**src/rtl/bcd_conv_arbiter_if.sv**
```systemverilog
// Requester/downstream bundle for the shared binary-to-BCD converter.
// master = requesters + result consumer, slave = the converter block.
interface bcd_conv_arbiter_if #(
    parameter int WIDTH   = 8,
    parameter int DIGIT   = 3,
    parameter int NUM_REQ = 4
);
    localparam int ID_W = (NUM_REQ > 1) ? $clog2(NUM_REQ) : 1;

    logic [NUM_REQ-1:0]       in_valid;
    logic [NUM_REQ-1:0]       in_ready;
    logic [NUM_REQ*WIDTH-1:0] in_binary;
    logic                     out_valid;
    logic                     out_ready;
    logic [DIGIT*4-1:0]       out_bcd;
    logic [ID_W-1:0]          out_id;

    modport master (
        output in_valid, in_binary, out_ready,
        input  in_ready, out_valid, out_bcd, out_id
    );

    modport slave (
        input  in_valid, in_binary, out_ready,
        output in_ready, out_valid, out_bcd, out_id
    );
endinterface

```
**src/rtl/bcd_conv_arbiter.sv**
```systemverilog
// Round-robin shared double-dabble converter: operand stage S1, result stage S2,
// valid/ready on both sides with full backpressure; results tagged by requester.
module bcd_conv_arbiter #(
    parameter int WIDTH   = 8,
    parameter int DIGIT   = 3,
    parameter int NUM_REQ = 4
) (
    input  logic                clk,
    input  logic                rst,
    bcd_conv_arbiter_if.slave   bus
);
    localparam int          ID_W  = (NUM_REQ > 1) ? $clog2(NUM_REQ) : 1;
    localparam int          BCD_W = DIGIT * 4;
    localparam int unsigned NREQ  = NUM_REQ;

    // Shift-add-3; bits shifted out of the top digit are multiples of 10^DIGIT.
    function automatic logic [BCD_W-1:0] bin2bcd(input logic [WIDTH-1:0] bin);
        logic [BCD_W-1:0] acc;
        acc = '0;
        for (int unsigned b = 0; b < WIDTH; b++) begin
            for (int unsigned j = 0; j < DIGIT; j++) begin
                if (acc[4*j +: 4] >= 4'd5) begin
                    acc[4*j +: 4] = acc[4*j +: 4] + 4'd3;
                end
            end
            acc = {acc[BCD_W-2:0], bin[WIDTH-1-b]};
        end
        return acc;
    endfunction

    logic              s1_valid_q, s1_valid_d;
    logic [WIDTH-1:0]  s1_bin_q,   s1_bin_d;
    logic [ID_W-1:0]   s1_id_q,    s1_id_d;
    logic              s2_valid_q, s2_valid_d;
    logic [BCD_W-1:0]  s2_bcd_q,   s2_bcd_d;
    logic [ID_W-1:0]   s2_id_q,    s2_id_d;
    logic [ID_W-1:0]   rr_ptr_q,   rr_ptr_d;

    logic               s2_en;
    logic               s1_en;
    logic               found;
    logic [31:0]        scan;
    logic [NUM_REQ-1:0] gnt_oh;
    logic [ID_W-1:0]    gnt_idx;
    logic [WIDTH-1:0]   gnt_bin;
    logic [NUM_REQ-1:0] in_ready;
    logic               accept;

    assign s2_en = !s2_valid_q || bus.out_ready;
    assign s1_en = !s1_valid_q || s2_en;

    // Scan order rr_ptr, rr_ptr+1, ... wrapped modulo NUM_REQ (need not be a power of two).
    always_comb begin
        found   = 1'b0;
        scan    = '0;
        gnt_oh  = '0;
        gnt_idx = '0;
        gnt_bin = '0;
        for (int unsigned k = 0; k < NREQ; k++) begin
            scan = 32'(rr_ptr_q) + k;
            if (scan >= NREQ) begin
                scan = scan - NREQ;
            end
            for (int unsigned i = 0; i < NREQ; i++) begin
                if (!found && (i == scan) && bus.in_valid[i]) begin
                    found     = 1'b1;
                    gnt_oh[i] = 1'b1;
                    gnt_idx   = ID_W'(i);
                    gnt_bin   = bus.in_binary[i*WIDTH +: WIDTH];
                end
            end
        end
    end

    assign in_ready = (s1_en && !rst) ? gnt_oh : '0;
    assign accept   = |in_ready;

    always_comb begin
        s1_valid_d = s1_valid_q;
        s1_bin_d   = s1_bin_q;
        s1_id_d    = s1_id_q;
        s2_valid_d = s2_valid_q;
        s2_bcd_d   = s2_bcd_q;
        s2_id_d    = s2_id_q;
        rr_ptr_d   = rr_ptr_q;

        if (s2_en) begin
            s2_valid_d = s1_valid_q;
            if (s1_valid_q) begin
                s2_bcd_d = bin2bcd(s1_bin_q);
                s2_id_d  = s1_id_q;
            end
        end

        if (accept) begin
            s1_valid_d = 1'b1;
            s1_bin_d   = gnt_bin;
            s1_id_d    = gnt_idx;
            rr_ptr_d   = (gnt_idx == ID_W'(NUM_REQ - 1)) ? '0 : gnt_idx + 1'b1;
        end else if (s2_en) begin
            s1_valid_d = 1'b0;
        end
    end

    always_ff @(posedge clk) begin
        if (rst) begin
            s1_valid_q <= 1'b0;
            s1_bin_q   <= '0;
            s1_id_q    <= '0;
            s2_valid_q <= 1'b0;
            s2_bcd_q   <= '0;
            s2_id_q    <= '0;
            rr_ptr_q   <= '0;
        end else begin
            s1_valid_q <= s1_valid_d;
            s1_bin_q   <= s1_bin_d;
            s1_id_q    <= s1_id_d;
            s2_valid_q <= s2_valid_d;
            s2_bcd_q   <= s2_bcd_d;
            s2_id_q    <= s2_id_d;
            rr_ptr_q   <= rr_ptr_d;
        end
    end

    assign bus.in_ready  = in_ready;
    assign bus.out_valid = s2_valid_q;
    assign bus.out_bcd   = s2_bcd_q;
    assign bus.out_id    = s2_id_q;
endmodule

```
**src/flat_wrapper.sv**
```systemverilog
// flat-port wrapper written by rule: the top's interface ports become plain ports
module bcd_conv_arbiter_flat 
#(
    parameter int WIDTH   = 8,
    parameter int DIGIT   = 3,
    parameter int NUM_REQ = 4
)
  (clk, rst, bus_in_valid, bus_in_binary, bus_out_ready, bus_in_ready, bus_out_valid, bus_out_bcd, bus_out_id);
  bcd_conv_arbiter_if #(.WIDTH(WIDTH), .DIGIT(DIGIT), .NUM_REQ(NUM_REQ)) bus_i ();
  input  logic clk;
  input  logic rst;
  input wire logic [$bits(bus_i.in_valid)-1:0] bus_in_valid;
  input wire logic [$bits(bus_i.in_binary)-1:0] bus_in_binary;
  input wire logic [$bits(bus_i.out_ready)-1:0] bus_out_ready;
  output wire logic [$bits(bus_i.in_ready)-1:0] bus_in_ready;
  output wire logic [$bits(bus_i.out_valid)-1:0] bus_out_valid;
  output wire logic [$bits(bus_i.out_bcd)-1:0] bus_out_bcd;
  output wire logic [$bits(bus_i.out_id)-1:0] bus_out_id;
  assign bus_i.in_valid = bus_in_valid;
  assign bus_i.in_binary = bus_in_binary;
  assign bus_i.out_ready = bus_out_ready;
  assign bus_in_ready = bus_i.in_ready;
  assign bus_out_valid = bus_i.out_valid;
  assign bus_out_bcd = bus_i.out_bcd;
  assign bus_out_id = bus_i.out_id;
  bcd_conv_arbiter #(.WIDTH(WIDTH), .DIGIT(DIGIT), .NUM_REQ(NUM_REQ)) u_core (.clk(clk), .rst(rst), .bus(bus_i));
endmodule
```
**config.mk**
```make
export PLATFORM = sky130hd
export DESIGN_NAME = bcd_conv_arbiter_flat
export DESIGN_NICKNAME = d
export VERILOG_FILES = /design/src/rtl/bcd_conv_arbiter_if.sv /design/src/rtl/bcd_conv_arbiter.sv /design/src/flat_wrapper.sv
export SDC_FILE = /design/constraint.sdc
export NUM_CORES = 1
export LEC_CHECK = 0
export ABC_AREA = 1
export ABC_CLOCK_PERIOD_IN_PS = 5250
export CORE_ASPECT_RATIO = 1.4
export CORE_MARGIN = 2
export CORE_UTILIZATION = 45
export CTS_BUF_LIST = sky130_fd_sc_hd__clkbuf_8
export DETAILED_ROUTE_END_ITERATION = 8
export DONT_BUFFER_PORTS = 1
export GPL_TIMING_DRIVEN = 0
export MAX_ROUTING_LAYER = met4
export SYNTH_ARGS = -nofsm -noshare
export SYNTH_HDL_FRONTEND = slang
export SYNTH_SLANG_ARGS = --single-unit
```
**constraint.sdc**
```tcl
create_clock -name clk -period 5.25 [get_ports clk]
set_input_delay 0.7875 -clock clk [delete_from_list [all_inputs] [get_ports clk]]
set_output_delay 0.7875 -clock clk [all_outputs]
set_load 0.03 [all_outputs]
```
# == Yosys cells after proc, flatten, opt, wreduce, memory -nomap -nowiden ==
# Cells that the tools add are included.
# totals
register_bits,26
inputBits,39
output_inout_bits,19
wordCells,191
# classes
n_addsub,15
magnitude_cmp,11
eq_ne,13
muxes,86
n_reduce_logical,59
# ops
cell,n
"equality test 2 x 32 -> 1 bit, first input constant",8
"equality test 1 x 32 -> 1 bit, first input constant",4
zero test 32 bit,4
2-to-1 mux 32 bit,4
2-to-1 mux 8 bit,16
"greater-or-equal comparator 32 x 3 -> 1 bit, second input constant",3
"subtractor 32 x 3 -> 32 bit, second input constant",3
2-to-1 mux 4 bit,18
2-to-1 mux 1 bit,33
logical AND 1 bit,32
2-to-1 mux 2 bit,15
"adder 4 x 2 -> 4 bit, second input constant",5
"greater-or-equal comparator 4 x 3 -> 1 bit, second input constant",5
zero test 1 bit,18
"adder 3 x 2 -> 4 bit, second input constant",2
"adder 2 x 2 -> 3 bit, second input constant",2
"greater-or-equal comparator 3 bit, second input constant",2
OR reduction 4 bit,1
"subtractor 2 x 3 -> 4 bit, second input constant",1
"adder 2 x 1 -> 3 bit, second input constant",1
"greater-or-equal comparator 2 x 3 -> 1 bit, second input constant",1
"adder 2 x 1 -> 2 bit, second input constant",1
"equality test 2 bit, second input constant",1
logical OR 1 bit,2
2 further kinds,2

# == Longest topological paths before layout ==
# Gate-level depths: netlist of run 1.
# logic_depth
depth_word,68
ltp_mapped,38
ltp_nobuf,38

# == Worst setup path before layout of run 1 ==
# Ideal clock, no wire load.
# synth_timing
path_kind,flip-flop to flip-flop
from,register u_core.s1_bin_q[6]
to,register u_core.s2_bcd_q[1] (netlist: u_core.bus.out_bcd[1])
setup_ns,0.115
arrival_time_ns,3.865
required_time_ns,5.135
setup_slack_ns,1.270
stages_incl_launch_ff,37
n_path_buf,0
period_less_slack_ns,3.980
cell_sequence,dfxtp_1 > inv_1 > ha_1 > inv_1 > nand2_1 > nand3_1 > nand2_1 > inv_1 > ha_1 > inv_1 > or2_2 > nand3_1 > nand2_1 > nand2_1 > and2_1 > ha_1 > inv_1 > nor2_1 > inv_1 > nand2_1 > nand3_1 > and2_1 > ha_1 > nand2_1 > nand3_1 > nand2_1 > nand2_1 > and2_1 > ha_1 > inv_1 > nand2_1 > nand3_1 > nand2_1 > inv_1 > o21ai_1 > o21ai_0 > inv_1
# synth_between
elab_chain_len,18
elab_cells_between_ends,22
cone_classes,add/sub (4); order compare (5); mux (13)
# synth_lines
item,line_no,rtl
"start, declared",bcd_conv_arbiter.sv:32,"logic [WIDTH-1:0] s1_bin_q, s1_bin_d;"
"start signal, assigned",bcd_conv_arbiter.sv:116,s1_bin_q <= s1_bin_d;
adder 3 x 2 -> 4 bit or greater-or-equal comparator 3 bit (tied branches),"bcd_conv_arbiter.sv:23, bcd_conv_arbiter.sv:22",
2-to-1 mux 4 bit *,bcd_conv_arbiter.sv:22,if (acc[4*j +: 4] >= 4'd5) begin
2-to-1 mux 4 bit *,bcd_conv_arbiter.sv:89,if (s1_valid_q) begin
2-to-1 mux 4 bit *,bcd_conv_arbiter.sv:87,if (s2_en) begin
adder 4 x 2 -> 4 bit or greater-or-equal comparator 4 x 3 -> 1 bit (tied branches),"bcd_conv_arbiter.sv:23, bcd_conv_arbiter.sv:22",
2-to-1 mux 4 bit *,bcd_conv_arbiter.sv:22,
2-to-1 mux 4 bit *,bcd_conv_arbiter.sv:89,
2-to-1 mux 4 bit *,bcd_conv_arbiter.sv:87,
[2 not listed],n/a,
2-to-1 mux 4 bit *,bcd_conv_arbiter.sv:89,
2-to-1 mux 4 bit *,bcd_conv_arbiter.sv:87,
adder 4 x 2 -> 4 bit or greater-or-equal comparator 4 x 3 -> 1 bit (tied branches),"bcd_conv_arbiter.sv:23, bcd_conv_arbiter.sv:22",
2-to-1 mux 4 bit *,bcd_conv_arbiter.sv:22,
2-to-1 mux 4 bit *,bcd_conv_arbiter.sv:89,
2-to-1 mux 4 bit *,bcd_conv_arbiter.sv:87,
greater-or-equal comparator 4 x 3 -> 1 bit *,bcd_conv_arbiter.sv:22,
2-to-1 mux 4 bit *,bcd_conv_arbiter.sv:22,
"end signal, assigned",bcd_conv_arbiter.sv:111,s2_bcd_q <= '0;
"end signal, assigned",bcd_conv_arbiter.sv:119,s2_bcd_q <= s2_bcd_d;
"end, declared",bcd_conv_arbiter.sv:35,"logic [BCD_W-1:0] s2_bcd_q, s2_bcd_d;"
# Mark *: on every way between the ends. The rest lies on a longest branch, timed or not. The select of a mux whose other input is x is not followed.
# A chain may end at the register's enable or synchronous reset.

# == Worst setup path after layout of run 1 ==
# layout_timing
from,register u_core.s1_bin_q[6]
to,register u_core.s2_bcd_q[5] (netlist: u_core.bus.out_bcd[5])
# layout_between
elab_chain_len,18
elab_cells_between_ends,28
cone_classes,add/sub (6); order compare (6); mux (16)
# layout_lines
item,line_no,rtl
adder 3 x 2 -> 4 bit or greater-or-equal comparator 3 bit (tied branches),"bcd_conv_arbiter.sv:23, bcd_conv_arbiter.sv:22",
2-to-1 mux 4 bit *,bcd_conv_arbiter.sv:22,
2-to-1 mux 4 bit *,bcd_conv_arbiter.sv:89,
2-to-1 mux 4 bit *,bcd_conv_arbiter.sv:87,
adder 4 x 2 -> 4 bit or greater-or-equal comparator 4 x 3 -> 1 bit (tied branches),"bcd_conv_arbiter.sv:23, bcd_conv_arbiter.sv:22",
2-to-1 mux 4 bit,bcd_conv_arbiter.sv:22,
2-to-1 mux 4 bit,bcd_conv_arbiter.sv:89,
2-to-1 mux 4 bit,bcd_conv_arbiter.sv:87,
[2 not listed],n/a,
2-to-1 mux 4 bit,bcd_conv_arbiter.sv:89,
2-to-1 mux 4 bit,bcd_conv_arbiter.sv:87,
adder 4 x 2 -> 4 bit (tied with other cells),bcd_conv_arbiter.sv:23,acc[4*j +: 4] = acc[4*j +: 4] + 4'd3;
2-to-1 mux 4 bit,bcd_conv_arbiter.sv:22,
2-to-1 mux 4 bit,bcd_conv_arbiter.sv:89,
2-to-1 mux 4 bit,bcd_conv_arbiter.sv:87,
adder 4 x 2 -> 4 bit or greater-or-equal comparator 4 x 3 -> 1 bit (tied branches),"bcd_conv_arbiter.sv:23, bcd_conv_arbiter.sv:22",
2-to-1 mux 4 bit *,bcd_conv_arbiter.sv:22,
# Marks and branches as above.

==> qor.yml, run 1 <==
detailed_routing:
  vias: 3641
  drt_pass1_iterations: 5
  wl_per_cell_um: 14.4
  drtAntennaViolNets: 0
  drt_iter0_markers: 269
  wl_um: 9750
  drcViolationCount: 0
  via_per_inst: 5.38
timing:
  worstMarginPinSlew_ns: 1.09
  setup_viol: 0
  period_share: 0.870
  rsz0062_at_grt: "false"
  hold_violations: 0
  fmax_ghz: 0.219
  worst_slack_ns: 0.684
  holdWs_ns: 0.476
  fin_tns_setup_ns: 0
  drv_slew: 0
  skew_ns: 0.00247
  period_needed_ns: 4.57
  max_slew_margin: 0.270
yosys:
  synth.avg_cell_area_sq_um: 5.56
  ys_ff_latch: 26
  ys_types: 35
  yosysWarnings: 0
  yosysSeqAreaShare: 0.162
  syn-cell-area_sq_mm: 0.00321
  synthCells: 577
hold_path:
  min_path_type: "reg -> reg"
  hold_path_startpoint: "u_core.s1_bin_q[0]"
grt:
  overflow: 0
  grt_max_degree: 16
  antenna_found_initial: 0
  grt_pass1_wl_um: 16000
  grt_pass1_vias: 3524
  track_usage: 0.263
critical_path:
  worstPathRequired_ns: 5.43
  cp_max_fo: 5
  end_kind: "flop"
  worstPathBufferInverterCount: 10
  crit_slowest_cell: "dfxtp_1"
  r2r-start: "u_core.s1_bin_q[6]"
  cp_top_family: "simple AND/OR/NAND/NOR gates"
  cp_slowest_stage_delay_ns: 0.36
  cp.arrival_ns: 4.74
  start_kind: "flop"
  worstSetupPathType: "reg -> reg"
  cpMostUsedCell: "nand2_1"
  startpoint: "u_core.s1_bin_q[6]"
layout:
  fin_util: 0.490
  nFillCells: 809
  areaGrowthSynthToFinish_pct: 6.05
  n_antenna_cell: 0
  final_cell_mix: "nand2_1, nor2_1, nand3_1, inv_1"
  drive_above_1_share: 0.0515
  nets: 636
  final_common_cell: "nand2_1"
power_and_ir_drop:
  p_per_area_mw_per_mm2: 675
  leakage_nw: 1.74
  ir_drop_v: 0.000271
clocking:
  post_cts_resized: 0
  postCtsSetupRepairBufs: 0
  cts_num_sinks: 26
  htree_levels: 1
  cts_made_buffers: 3
  cts_tree: "built"
  clk_latency_ns: 0.27
  root_buffer: "clkbuf_8"
  clock_path_buffers: 2
  hold_buffers: 0
  clk_pin_slew_ns: 0.09
floorplan:
  start_util: 0.462
  pin_count: 58
  die_area_sq_mm: 0.00782
  core_area_sq_mm: 0.00694
  die_h_um: 104
  die_w_um: 75.3
  rows: 36
flow_run:
  max_cap_violations: 0
placement:
  gp_congestion: 0.930
  portBuffers: 0
  pre_cts_ws_ns: 0.720
  dp_hpwl_um: 7460
run_status:
  status: "finished, final reports clean"
-- final cells by class --
class	instances	area, sq um	share of cell area
buffer	14	77.6	0.0228
clock buffer	3	41.3	0.0121
clock inverter	1	30.0	0.00883
inverter	88	330	0.0972
multi-input combinational	450	2280	0.671
sequential	26	520	0.153
tap	95	119	0.0350
-- cell usage after synthesis, drive strengths merged --
cell / instances / area share
dfxtp: 26 / 0.16
a21oi: 16 / 0.025
or2: 1 / 0.0020
nand3: 93 / 0.15
a211oi: 3 / 0.0070
ha: 14 / 0.055
and2: 3 / 0.0059
nor2: 109 / 0.15
o211ai: 4 / 0.0094
nor3: 3 / 0.0082
clkbuf: 8 / 0.0094
inv: 88 / 0.10
a31oi: 1 / 0.0020
o22ai: 4 / 0.0078
nand3b: 3 / 0.011
nand4: 31 / 0.074
conb: 1 / 0.0012
nand2: 130 / 0.16
nor4: 2 / 0.0059
buf: 6 / 0.015
o21ai: 31 / 0.048
-- report_power, final --
| group | leakage, nW | total (mW) | internal (mW) | switching, mW |
|---|---|---|---|---|
| sequential | 0.214 | 0.361 | 0.262 | 0.0985 |
| clock | 0.0357 | 0.167 | 0.102 | 0.0654 |
| combinational | 1.49 | 1.77 | 0.584 | 1.18 |
| total | 1.74 | 2.29 | 0.948 | 1.35 |
-- through the flow --
stage	area (sq um)	total power [mW]	cells
floorplan	3210	1.77	578
global placement	3330	2.09	673
detailed placement	3330	2.12	673
CTS	3400	2.30	677
global route	3400	2.62	677
finish	3400	2.29	677
-- state kept, by name, indices dropped and copies added (netlist names) --
signal and cells:
u_core.s1_bin_q 8, u_core.bus.out_id 2, u_core.bus.out_valid 1, u_core.rr_ptr_q 2, u_core.bus.out_bcd 10, u_core.s1_valid_q 1
u_core.s1_id_q 2
-- final timing paths --
kind | to | slack (ns) | cells after the start
worst min register to register | u_core.bus.out_bcd[0] | 0.48 | 2
worst max register to register | u_core.bus.out_bcd[5] | 0.68 | 37
worst max-delay path | u_core.bus.out_bcd[5] | 0.68 | 37
worst min-delay path | u_core.bus.out_bcd[0] | 0.48 | 2
-- metal layers --
metal / wire length (um) / GRT usage / part of all wire
met5: 0 / - / 0
met4: 210 / 0.0852 / 0.022
met3: 739 / 0.0320 / 0.076
met2: 5120 / 0.481 / 0.53
met1: 3680 / 0.279 / 0.38
-- logic make-up after synthesis --
| logic type | count (synthesis) | share of synthesized area |
|---|---|---|
| other | 1 | 0.00117 |
| AND/OR/NAND/NOR | 375 | 0.555 |
| flip-flops | 26 | 0.162 |
| adder cells (fa/ha/maj) | 14 | 0.0546 |
| buffers and inverters | 102 | 0.127 |
| AO/OA/AOI/OAI | 59 | 0.0995 |
-- worst register-to-register path, delay by kind of cell, from the launching register on --
family | cells | cell delay, ns
AO/OA/AOI/OAI | 1 | 0.14
adder cells (fa/ha/maj) | 5 | 0.89
buffers and inverters | 10 | 0.64
flip-flops | 1 | 0.36
AND/OR/NAND/NOR | 21 | 2.45
(Power assumes the default switching activity.)
==> run 2, diff against run 1 <==
- ABC_CLOCK_PERIOD_IN_PS: 5250 -> default
==> results of run 2 <==
The final DEF is identical to that of run 1; final timing and power are the same.
